`src/rtl/mips_ctrl_pkg.sv`:
```
// Shared definitions for the multicycle MIPS control unit: field widths,
// opcode/funct constants, the alu_op protocol used by the ALU decoder,
// and the main sequencer state enumeration.
package mips_ctrl_pkg;

  localparam int unsigned OP_W    = 6;
  localparam int unsigned FUNCT_W = 6;
  localparam int unsigned ALUOP_W = 3;

  // Opcodes (instruction bits [31:26])
  localparam logic [OP_W-1:0] OP_RTYPE = 6'b000000;
  localparam logic [OP_W-1:0] OP_J     = 6'b000010;
  localparam logic [OP_W-1:0] OP_JAL   = 6'b000011;
  localparam logic [OP_W-1:0] OP_BEQ   = 6'b000100;
  localparam logic [OP_W-1:0] OP_BNE   = 6'b000101;
  localparam logic [OP_W-1:0] OP_ADDI  = 6'b001000;
  localparam logic [OP_W-1:0] OP_ADDIU = 6'b001001;
  localparam logic [OP_W-1:0] OP_SLTI  = 6'b001010;
  localparam logic [OP_W-1:0] OP_ANDI  = 6'b001100;
  localparam logic [OP_W-1:0] OP_ORI   = 6'b001101;
  localparam logic [OP_W-1:0] OP_XORI  = 6'b001110;
  localparam logic [OP_W-1:0] OP_LB    = 6'b100000;
  localparam logic [OP_W-1:0] OP_LH    = 6'b100001;
  localparam logic [OP_W-1:0] OP_LW    = 6'b100011;
  localparam logic [OP_W-1:0] OP_LBU   = 6'b100100;
  localparam logic [OP_W-1:0] OP_SW    = 6'b101011;

  // funct field value that turns an R-type into jr
  localparam logic [FUNCT_W-1:0] FUNCT_JR = 6'b001000;

  // alu_op protocol with the ALU decoder
  localparam logic [ALUOP_W-1:0] ALU_ADD   = 3'b000;
  localparam logic [ALUOP_W-1:0] ALU_SUB   = 3'b001;
  localparam logic [ALUOP_W-1:0] ALU_FUNCT = 3'b010;
  localparam logic [ALUOP_W-1:0] ALU_SLT   = 3'b011;
  localparam logic [ALUOP_W-1:0] ALU_AND   = 3'b100;
  localparam logic [ALUOP_W-1:0] ALU_OR    = 3'b101;
  localparam logic [ALUOP_W-1:0] ALU_XOR   = 3'b110;

  typedef enum logic [3:0] {
    S_FETCH,
    S_DECODE,
    S_MEMADR,
    S_MEMRD,
    S_MEMWB,
    S_MEMWR,
    S_EXEC_R,
    S_ALUWB_R,
    S_IMM_EX,
    S_IMM_WB,
    S_BRANCH,
    S_JUMP,
    S_JR,
    S_JAL
  } state_t;

endpackage

```
`src/rtl/mips_op_decode.sv`:
```
// Combinational opcode decode used in DECODE.
// Ports:
//   opcode, funct     : instruction fields from the instruction register
//   next_state_c      : state to enter after DECODE (FETCH when undefined)
//   imm_alu_op_c      : alu_op for immediate ALU instructions
//   illegal_c         : opcode is not a defined instruction
module mips_op_decode
  import mips_ctrl_pkg::*;
(
  input  logic [OP_W-1:0]    opcode,
  input  logic [FUNCT_W-1:0] funct,
  output state_t             next_state_c,
  output logic [ALUOP_W-1:0] imm_alu_op_c,
  output logic               illegal_c
);

  always_comb begin
    next_state_c = S_FETCH;
    imm_alu_op_c = ALU_ADD;
    illegal_c    = 1'b0;
    case (opcode)
      OP_LW, OP_LB, OP_LBU, OP_LH, OP_SW: next_state_c = S_MEMADR;
      OP_RTYPE: next_state_c = (funct == FUNCT_JR) ? S_JR : S_EXEC_R;
      OP_BEQ, OP_BNE:    next_state_c = S_BRANCH;
      OP_ADDI, OP_ADDIU: next_state_c = S_IMM_EX;
      OP_SLTI: begin
        next_state_c = S_IMM_EX;
        imm_alu_op_c = ALU_SLT;
      end
      OP_ANDI: begin
        next_state_c = S_IMM_EX;
        imm_alu_op_c = ALU_AND;
      end
      OP_ORI: begin
        next_state_c = S_IMM_EX;
        imm_alu_op_c = ALU_OR;
      end
      OP_XORI: begin
        next_state_c = S_IMM_EX;
        imm_alu_op_c = ALU_XOR;
      end
      OP_J:    next_state_c = S_JUMP;
      OP_JAL:  next_state_c = S_JAL;
      default: illegal_c = 1'b1;
    endcase
  end

endmodule

```
`src/rtl/mips_seq_controller.sv`:
```
// Multicycle main sequence controller. Steps FETCH/DECODE/EXECUTE/MEM/WB
// and drives datapath enables, mux selects and the alu_op code for the ALU
// decoder. Memory is variable latency: mem_req is held until mem_ready.
// Ports:
//   clk, rst_n        : clock, asynchronous active-low reset (to FETCH)
//   opcode, funct     : IR fields; funct only distinguishes jr
//   zero              : ALU zero flag, resolves beq/bne
//   mem_ready         : memory completes the current access this cycle
//   mem_req/mem_write/i_or_d : memory request, write qualifier, address select
//   ir_write, pc_en, reg_write : datapath load enables
//   reg_dst, mem_to_reg, alu_src_a, alu_src_b, pc_src : mux selects
//   alu_op            : operation code for the ALU decoder
//   illegal_op        : single-cycle flag in DECODE on an undefined opcode
// Outputs decode from the state register; only ir_write/pc_en (mem_ready,
// zero) and illegal_op (opcode in DECODE) also look at inputs.
module mips_seq_controller
  import mips_ctrl_pkg::*;
(
  input  logic               clk,
  input  logic               rst_n,
  input  logic [OP_W-1:0]    opcode,
  input  logic [FUNCT_W-1:0] funct,
  input  logic               zero,
  input  logic               mem_ready,
  output logic               mem_req,
  output logic               mem_write,
  output logic               i_or_d,
  output logic               ir_write,
  output logic               pc_en,
  output logic               reg_write,
  output logic [1:0]         reg_dst,
  output logic [1:0]         mem_to_reg,
  output logic               alu_src_a,
  output logic [1:0]         alu_src_b,
  output logic [1:0]         pc_src,
  output logic [ALUOP_W-1:0] alu_op,
  output logic               illegal_op
);

  state_t             state_q;
  state_t             state_d;
  logic [ALUOP_W-1:0] imm_alu_op_q;
  state_t             dec_next_c;
  logic [ALUOP_W-1:0] dec_alu_op_c;
  logic               dec_illegal_c;

  mips_op_decode u_op_decode (
    .opcode       (opcode),
    .funct        (funct),
    .next_state_c (dec_next_c),
    .imm_alu_op_c (dec_alu_op_c),
    .illegal_c    (dec_illegal_c)
  );

  // State register; immediate alu_op captured while in DECODE
  always_ff @(posedge clk or negedge rst_n) begin
    if (!rst_n) begin
      state_q      <= S_FETCH;
      imm_alu_op_q <= ALU_ADD;
    end else begin
      state_q <= state_d;
      if (state_q == S_DECODE) imm_alu_op_q <= dec_alu_op_c;
    end
  end

  // Next state and output decode
  always_comb begin
    state_d    = state_q;
    mem_req    = 1'b0;
    mem_write  = 1'b0;
    i_or_d     = 1'b0;
    ir_write   = 1'b0;
    pc_en      = 1'b0;
    reg_write  = 1'b0;
    reg_dst    = 2'b00;
    mem_to_reg = 2'b00;
    alu_src_a  = 1'b0;
    alu_src_b  = 2'b00;
    pc_src     = 2'b00;
    alu_op     = ALU_ADD;
    illegal_op = 1'b0;
    case (state_q)
      S_FETCH: begin
        mem_req   = 1'b1;
        alu_src_b = 2'b01;
        if (mem_ready) begin
          ir_write = 1'b1;
          pc_en    = 1'b1;
          state_d  = S_DECODE;
        end
      end
      S_DECODE: begin
        // Branch target precomputed into ALUOut
        alu_src_b  = 2'b11;
        illegal_op = dec_illegal_c;
        state_d    = dec_next_c;
      end
      S_MEMADR: begin
        alu_src_a = 1'b1;
        alu_src_b = 2'b10;
        state_d   = (opcode == OP_SW) ? S_MEMWR : S_MEMRD;
      end
      S_MEMRD: begin
        mem_req = 1'b1;
        i_or_d  = 1'b1;
        if (mem_ready) state_d = S_MEMWB;
      end
      S_MEMWB: begin
        reg_write  = 1'b1;
        mem_to_reg = 2'b01;
        state_d    = S_FETCH;
      end
      S_MEMWR: begin
        mem_req   = 1'b1;
        mem_write = 1'b1;
        i_or_d    = 1'b1;
        if (mem_ready) state_d = S_FETCH;
      end
      S_EXEC_R: begin
        alu_src_a = 1'b1;
        alu_op    = ALU_FUNCT;
        state_d   = S_ALUWB_R;
      end
      S_ALUWB_R: begin
        reg_write = 1'b1;
        reg_dst   = 2'b01;
        state_d   = S_FETCH;
      end
      S_IMM_EX: begin
        alu_src_a = 1'b1;
        alu_src_b = 2'b10;
        alu_op    = imm_alu_op_q;
        state_d   = S_IMM_WB;
      end
      S_IMM_WB: begin
        reg_write = 1'b1;
        state_d   = S_FETCH;
      end
      S_BRANCH: begin
        // IR is stable here, so opcode still tells beq from bne
        alu_src_a = 1'b1;
        alu_op    = ALU_SUB;
        pc_src    = 2'b01;
        pc_en     = (opcode == OP_BEQ) ? zero : ~zero;
        state_d   = S_FETCH;
      end
      S_JUMP: begin
        pc_src  = 2'b10;
        pc_en   = 1'b1;
        state_d = S_FETCH;
      end
      S_JR: begin
        pc_src  = 2'b11;
        pc_en   = 1'b1;
        state_d = S_FETCH;
      end
      S_JAL: begin
        pc_src     = 2'b10;
        pc_en      = 1'b1;
        reg_write  = 1'b1;
        reg_dst    = 2'b10;
        mem_to_reg = 2'b10;
        state_d    = S_FETCH;
      end
      default: state_d = S_FETCH;
    endcase
  end

endmodule

```
`config.mk`:
```
export PLATFORM = sky130hd
export DESIGN_NAME = mips_seq_controller
export DESIGN_NICKNAME = d
export VERILOG_FILES = /design/src/rtl/mips_ctrl_pkg.sv /design/src/rtl/mips_op_decode.sv /design/src/rtl/mips_seq_controller.sv
export SDC_FILE = /design/constraint.sdc
export NUM_CORES = 1
export LEC_CHECK = 0
export CAP_MARGIN = 20
export CORE_AREA = 2 2 48 50
export CTS_CLUSTER_SIZE = 8
export DETAILED_ROUTE_END_ITERATION = 12
export DIE_AREA = 0 0 50 52
export MAX_ROUTING_LAYER = met4
export PLACE_DENSITY = 0.78
export RECOVER_POWER = 100
export SLEW_MARGIN = 20
export SYNTH_ARGS = -nofsm -noshare
export SYNTH_HDL_FRONTEND = slang
export SYNTH_SLANG_ARGS = --single-unit
```
`constraint.sdc`:
```
create_clock -name clk -period 1.7 [get_ports clk]
set_input_delay 0.255 -clock clk [delete_from_list [all_inputs] [get_ports clk]]
set_output_delay 0.255 -clock clk [all_outputs]
set_load 0.03 [all_outputs]
```
==> results of run 1 <==
logic make-up (layout without fill, tap and decap cells):
group                  after synthesis  after routing
AO/OA/AOI/OAI                       32             32
XOR/XNOR                             3              3
buffers and inverters               16             90
flip-flops                           7              7
multiplexers                         4              4
AND/OR/NAND/NOR                     63             63
layout by cell type (no fill, tap or decap), types with 2 or more instances in the layout:
master / instances
nor3_4: 3
nand3_1: 2
nand2_1: 12
clkbuf_2: 2
a21oi_1: 5
nor2b_4: 2
nor2_4: 3
dlygate4sd2_1: 3
inv_1: 2
nor2_1: 13
a21oi_2: 2
a31oi_1: 3
nand2b_4: 2
o21ai_2: 2
nor3b_2: 2
buf_6: 20
o21ai_0: 6
nor3_1: 3
o211ai_1: 2
nand2b_1: 6
dfrtp_1: 5
clkdlybuf4s50_1: 8
clkdlybuf4s15_1: 2
buf_4: 42
clkbuf_4: 5
dfrtp_2: 2
mux2_2: 2
sequential cells by signal (all words and copies together), names as in the netlist:
signal and cells:
imm_alu_op_q 3, state_q 4
power by group:
group	switching [mW]	internal [mW]
Combinational	1.18	1.07
Clock	0.0654	0.0899
Sequential	0.0602	0.217
per-stage QoR:
stage | TNS [ns] | power [mW] | instance area, µm²
floorplan | -0.0575 | 1.17 | 902
global placement | -1.40 | 1.73 | 1420
detailed placement | -1.52 | 1.76 | 1420
CTS | -0.500 | 2.22 | 1660
global route | -2.80 | 2.79 | 1790
finish | -1.95 | 2.67 | 1790
area by class of cell:
cell class / count / area, µm²
Clock buffer: 4 / 26.3
Tap cell: 28 / 35.0
Multi-Input combinational cell: 102 / 779
Sequential cell: 7 / 178
Timing Repair Buffer: 84 / 763
Fill cell: 115 / 317
Inverter: 2 / 7.51
worst min-delay path by stage:
stage               startpoint              end  slack, ns  cells past startpoint
4_1_cts                  rst_n  imm_alu_op_q[0]       0.26                      1
2_1_floorplan            rst_n  imm_alu_op_q[0]      -0.04                      0
3_3_place_gp   imm_alu_op_q[2]  imm_alu_op_q[2]       0.47                      2
5_1_grt                  rst_n  imm_alu_op_q[2]       0.35                      1
6_report                 rst_n       state_q[0]       0.33                      1
3_5_place_dp   imm_alu_op_q[2]  imm_alu_op_q[2]       0.47                      2
critical path: stages, from the launching register on:
cell and delay (ns):
dfrtp_2 0.44, or4b_4 0.54, a21oi_2 0.13, a31oi_1 0.06, o21ai_2 0.08, buf_6 0.15
routing by layer:
metal  track usage [%]  vias up
li1                  -      597
met2              53.5       81
met4              11.1        0
met3              2.59       23
met1              26.5      630
met5                 -        -
what timing repair did:
item | 4_1_cts | 5_1_grt
pin swaps | 12 | 10
setup endpoints to repair | 14 | 18
gates cloned | 1 | 0
endpoints found under the hold margin | 0 | 0
buffers inserted | 9 | 9
resized for setup | 43 | 32
==> impl_metrics.env, run 1 <==
export IMPL_leakagePower_nw=0.800
export IMPL_cp_arrival_ns=1.66
export IMPL_htree_num_levels=1
export IMPL_grt_usage_pct=26.9
export IMPL_top_layer="met4"
export IMPL_synth_fa_ha_area_share_pct=0
export IMPL_synth_compound_area_share_pct=23.7
export IMPL_route_met3_wl_um=234
export IMPL_fin_crit_ns=1.92
export IMPL_drc=0
export IMPL_synthFlopType="dfrtp_1"
export IMPL_crit_start="state_q[3]"
export IMPL_synth_area_leaders="dfrtp_1, nor2_1, nand2b_1, nand2_1, o21ai_0"
export IMPL_period_share_pct=113
export IMPL_wirelength_um=4130
export IMPL_cp_endpoint="pc_en"
export IMPL_worstSkewPairLatency_ns=0.25
export IMPL_overflow=0
export IMPL_synth_cell_types=43
export IMPL_antenna_found_initial=0
export IMPL_cp_start_kind="flop"
export IMPL_clock_path_buffers=2
export IMPL_drt_iter0_drc=53
export IMPL_dp_slack_ns=-0.340
export IMPL_hold_violations=0
export IMPL_worstReg2RegEnd="state_q[2]"
export IMPL_ioPinCount=35
export IMPL_synth_edff_count=0
export IMPL_pwr_density_cell_nw_per_um2=1490
export IMPL_r2r_cells=7
export IMPL_yosysWarnings=0
export IMPL_start_util_pct=40.9
export IMPL_drv_slew=0
export IMPL_wire_per_inst_um=18.2
export IMPL_first_pass_iters=4
export IMPL_synth_common_cells="nor2_1, nand2_1, o21ai_0"
export IMPL_outcome="finished, violations left"
export IMPL_cap_violations=0
export IMPL_syn_num_nets=141
export IMPL_synth_top_family_by_area="simple AND/OR/NAND/NOR gates"
export IMPL_synth_area_leader_cell="dfrtp_1"
export IMPL_num_vias=1331
export IMPL_clk_pin_slew_ns=0.06
export IMPL_netlist_area_um2=862
export IMPL_grt_pass1_vias=1193
export IMPL_path_class="flop to primary output"
export IMPL_avgSynthCellArea_um2=6.90
export IMPL_yosys_area_share_simple_pct=39.0
export IMPL_die_w_um=50
export IMPL_yosysMostFrequentCell="nor2_1"
export IMPL_cts_hold_buffers=0
export IMPL_failed_checks="setup timing"
export IMPL_syn_instance_count=125
export IMPL_die_y_um=52
export IMPL_async_reset_ff_share_pct=100
export IMPL_relSlewSlack_pct=73.1
export IMPL_synth_xor_area_share_pct=3.05
export IMPL_r2r_start="state_q[1]"
export IMPL_r2r_slack_ns=-0.10
export IMPL_ys_ff_latch=7
export IMPL_synthMuxAreaShare_pct=5.08
export IMPL_utilization_pct=85.0
export IMPL_place_congestion=0.804
export IMPL_final_setup_worst_slack_ns=-0.217
export IMPL_row_count=17
export IMPL_critPathRequiredTime_ns=1.44
export IMPL_wl_met1_um=1420
export IMPL_setup_viol=21
export IMPL_io_buffers=34
export IMPL_clock_sinks=7
export IMPL_die_area_um2=2600
export IMPL_core_um2=2110
export IMPL_area_growth_pct=108
export IMPL_synth_top_area_share_pct=20.3
export IMPL_cts_root_buf="clkbuf_4"
export IMPL_grt_max_degree=11
export IMPL_path_max_fanout=5
export IMPL_drive_above_1_share_pct=53.3
export IMPL_postRouteAntennaNets=0
export IMPL_worst_pin_slew_ns=0.401
export IMPL_numCtsBuffers=3
export IMPL_cp_end_kind="primary output"
export IMPL_fin_cells=227
export IMPL_cts_tree="built"
export IMPL_rsz0062_at_grt="yes"
export IMPL_whs_ns=0.334
export IMPL_wl_met2_um=2270
export IMPL_viasPerCell=5.86
export IMPL_synth_seq_area_share_pct=20.3
export IMPL_antenna_cells=0
export IMPL_dp_hpwl_um=2160
export IMPL_grt_pass1_wl_um=5220
export IMPL_peakVddDrop_mv=1.13
export IMPL_clock_skew_ns=0.00147
export IMPL_fmax_mhz=522
export IMPL_layout_nets=216
export IMPL_dp_cells=208
export IMPL_hold_path_class="input pin to asynchronous set/reset pin"
(Power assumes the default switching activity.)
==> run 2, diff against run 1 <==
--- a/config.mk
+++ b/config.mk
@@ -6,14 +6,15 @@
 export NUM_CORES = 1
 export LEC_CHECK = 0
 export CAP_MARGIN = 20
-export CORE_AREA = 2 2 48 50
+export CORE_AREA = 2 2 51 53
 export CTS_CLUSTER_SIZE = 8
 export DETAILED_ROUTE_END_ITERATION = 12
-export DIE_AREA = 0 0 50 52
+export DIE_AREA = 0 0 53 55
+export GPL_ROUTABILITY_DRIVEN = 0
 export MAX_ROUTING_LAYER = met4
-export PLACE_DENSITY = 0.78
+export PLACE_DENSITY = 0.73
 export RECOVER_POWER = 100
-export SLEW_MARGIN = 20
+export SLEW_MARGIN = 10
 export SYNTH_ARGS = -nofsm -noshare
 export SYNTH_HDL_FRONTEND = slang
 export SYNTH_SLANG_ARGS = --single-unit
==> constraint.sdc (replaced) <==
create_clock -name clk -period 1.65 [get_ports clk]
set_input_delay 0.2475 -clock clk [delete_from_list [all_inputs] [get_ports clk]]
set_output_delay 0.2475 -clock clk [all_outputs]
set_load 0.03 [all_outputs]
==> run 2 against run 1 <==
  * The run still ends with setup timing left
  * Global-route usage down 4.8 points
  * Final cell count up 1.8%
  * Setup slack got worse by 0.021 ns
  * Routed wire length down 12%
  * Sequential cell count did not move
  * Critical endpoint is now pc_src[0]
  * Largest power group unchanged
==> impl_metrics.env, run 2 (same netlist as run 1, synthesis figures left out) <==
export IMPL_drc=0
export IMPL_path_max_fanout=3
export IMPL_largest_registers="state_q (4), imm_alu_op_q (3)"
export IMPL_largest_reg_flops=4
export IMPL_wire_per_inst_um=15.8
export IMPL_fin_tns_setup_ns=-2.13
export IMPL_start_util_pct=36.5
export IMPL_r2r_start="state_q[2]"
export IMPL_grt_usage_pct=22.1
export IMPL_grt_pass1_vias=1111
export IMPL_grt_max_degree=16
export IMPL_r2r_slack_ns=-0.05
export IMPL_setup_viol=17
export IMPL_top_register="state_q"
export IMPL_row_count=18
export IMPL_rsz0062_at_grt="yes"
export IMPL_cts_hold_buffers=0
export IMPL_leakagePower_nw=0.814
export IMPL_cp_start_kind="flop"
export IMPL_drv_slew=0
export IMPL_stdcell_area_um2=1850
export IMPL_failed_checks="setup timing"
export IMPL_grt_pass1_wl_um=4600
export IMPL_hold_path_class="input pin to asynchronous set/reset pin"
export IMPL_layout_commonest_cell="buf_4"
export IMPL_clk_pin_slew_ns=0.05
export IMPL_wirelength_um=3640
export IMPL_path_class="flop to primary output"
export IMPL_antenna_found_initial=0
export IMPL_outcome="finished, violations left"
export IMPL_fmax_mhz=530
export IMPL_final_setup_worst_slack_ns=-0.238
export IMPL_final_cell_mix="buf_4, buf_6, nand2_1"
export IMPL_worst_pin_slew_ns=0.418
export IMPL_cp_arrival_ns=1.64
export IMPL_io_buffers=34
export IMPL_postRouteAntennaNets=0
export IMPL_dp_cells=213
export IMPL_ioPinCount=35
export IMPL_die_y_um=55
export IMPL_cts_tree="built"
export IMPL_viasPerCell=5.44
export IMPL_cts_root_buf="clkbuf_4"
export IMPL_dp_slack_ns=-0.361
export IMPL_clock_path_buffers=2
export IMPL_die_area_um2=2920
export IMPL_cp_end_kind="primary output"
export IMPL_clock_skew_ns=0.00315
export IMPL_antenna_cells=0
export IMPL_dpl_cell_area_um2=1450
export IMPL_relSlewSlack_pct=71.4
export IMPL_die_w_um=53
export IMPL_layout_nets=218
export IMPL_area_growth_pct=114
export IMPL_num_vias=1256
export IMPL_fin_crit_ns=1.89
export IMPL_period_share_pct=114
export IMPL_htree_num_levels=1
export IMPL_critPathRequiredTime_ns=1.40
export IMPL_first_pass_iters=4
export IMPL_cap_violations=0
export IMPL_overflow=0
export IMPL_clock_sinks=7
export IMPL_hold_violations=0
export IMPL_drt_iter0_drc=32
export IMPL_r2r_cells=6
export IMPL_pwr_density_cell_nw_per_um2=1490
export IMPL_peakVddDrop_mv=1.22
export IMPL_numCtsBuffers=3
export IMPL_drive_above_1_share_pct=58.2
export IMPL_worstReg2RegEnd="state_q[2]"
export IMPL_dp_hpwl_um=2200
export IMPL_utilization_pct=78.0
export IMPL_fin_cells=231
export IMPL_core_um2=2360
export IMPL_worstSkewPairLatency_ns=0.25
[run 2: cell types whose count changed in the layout (fill, tap and decap cells not counted), sizes merged]
cell         before  now
buf              65   68
dlygate4sd2       3    2
[run 2: repair_timing]
action / in CTS / in global routing
cloned: 0 / 1
resized for setup: 57 / 31
buffers inserted: 7 / 7
pin swaps: 14 / 9
endpoints found under the setup margin: 16 / 17
[run 2: worst max path at each step]
stage	from	end	cells past startpoint
floorplan	state_q[3]	reg_write	4
CTS	state_q[2]	i_or_d	7
global placement	mem_ready	pc_en	6
global route	state_q[2]	pc_src[0]	7
detailed placement	mem_ready	pc_en	6
finish	state_q[2]	pc_src[0]	7
[run 2: worst max-delay path, cell delays in order, from the launching register on]
cell     delay, ns
dfrtp_1       0.40
buf_6         0.13
buf_6         0.10
buf_6         0.12
xnor2_4       0.12
buf_6         0.13
nor3b_2       0.19
buf_4         0.20
[run 2: power by group]
part	internal [mW]	total, mW	switching [mW]
clock network	0.0923	0.156	0.0639
registers	0.223	0.277	0.0539
logic	1.13	2.32	1.19
[run 2: final cells by class]
cell class,count,area (µm²)
Inverter,2,7.51
Clock buffer,4,26.3
Tap cell,30,37.5
Multi-Input combinational cell,102,801
Sequential cell,7,178
Timing Repair Buffer,86,796
Fill cell,153,519
[run 2: metrics by stage]
stage,hold WS [ns],power [mW]
6_report,0.319,2.75
5_1_grt,0.335,2.88
4_1_cts,0.257,2.32
3_5_place_dp,0.483,1.84
3_3_place_gp,0.465,1.80
2_1_floorplan,-0.0481,1.21
[run 2: routing by layer]
metal	global-route usage (%)	routed length, µm
met5	-	0
met4	8.12	96
met3	0.806	227
met2	45.8	1920
met1	21.9	1390
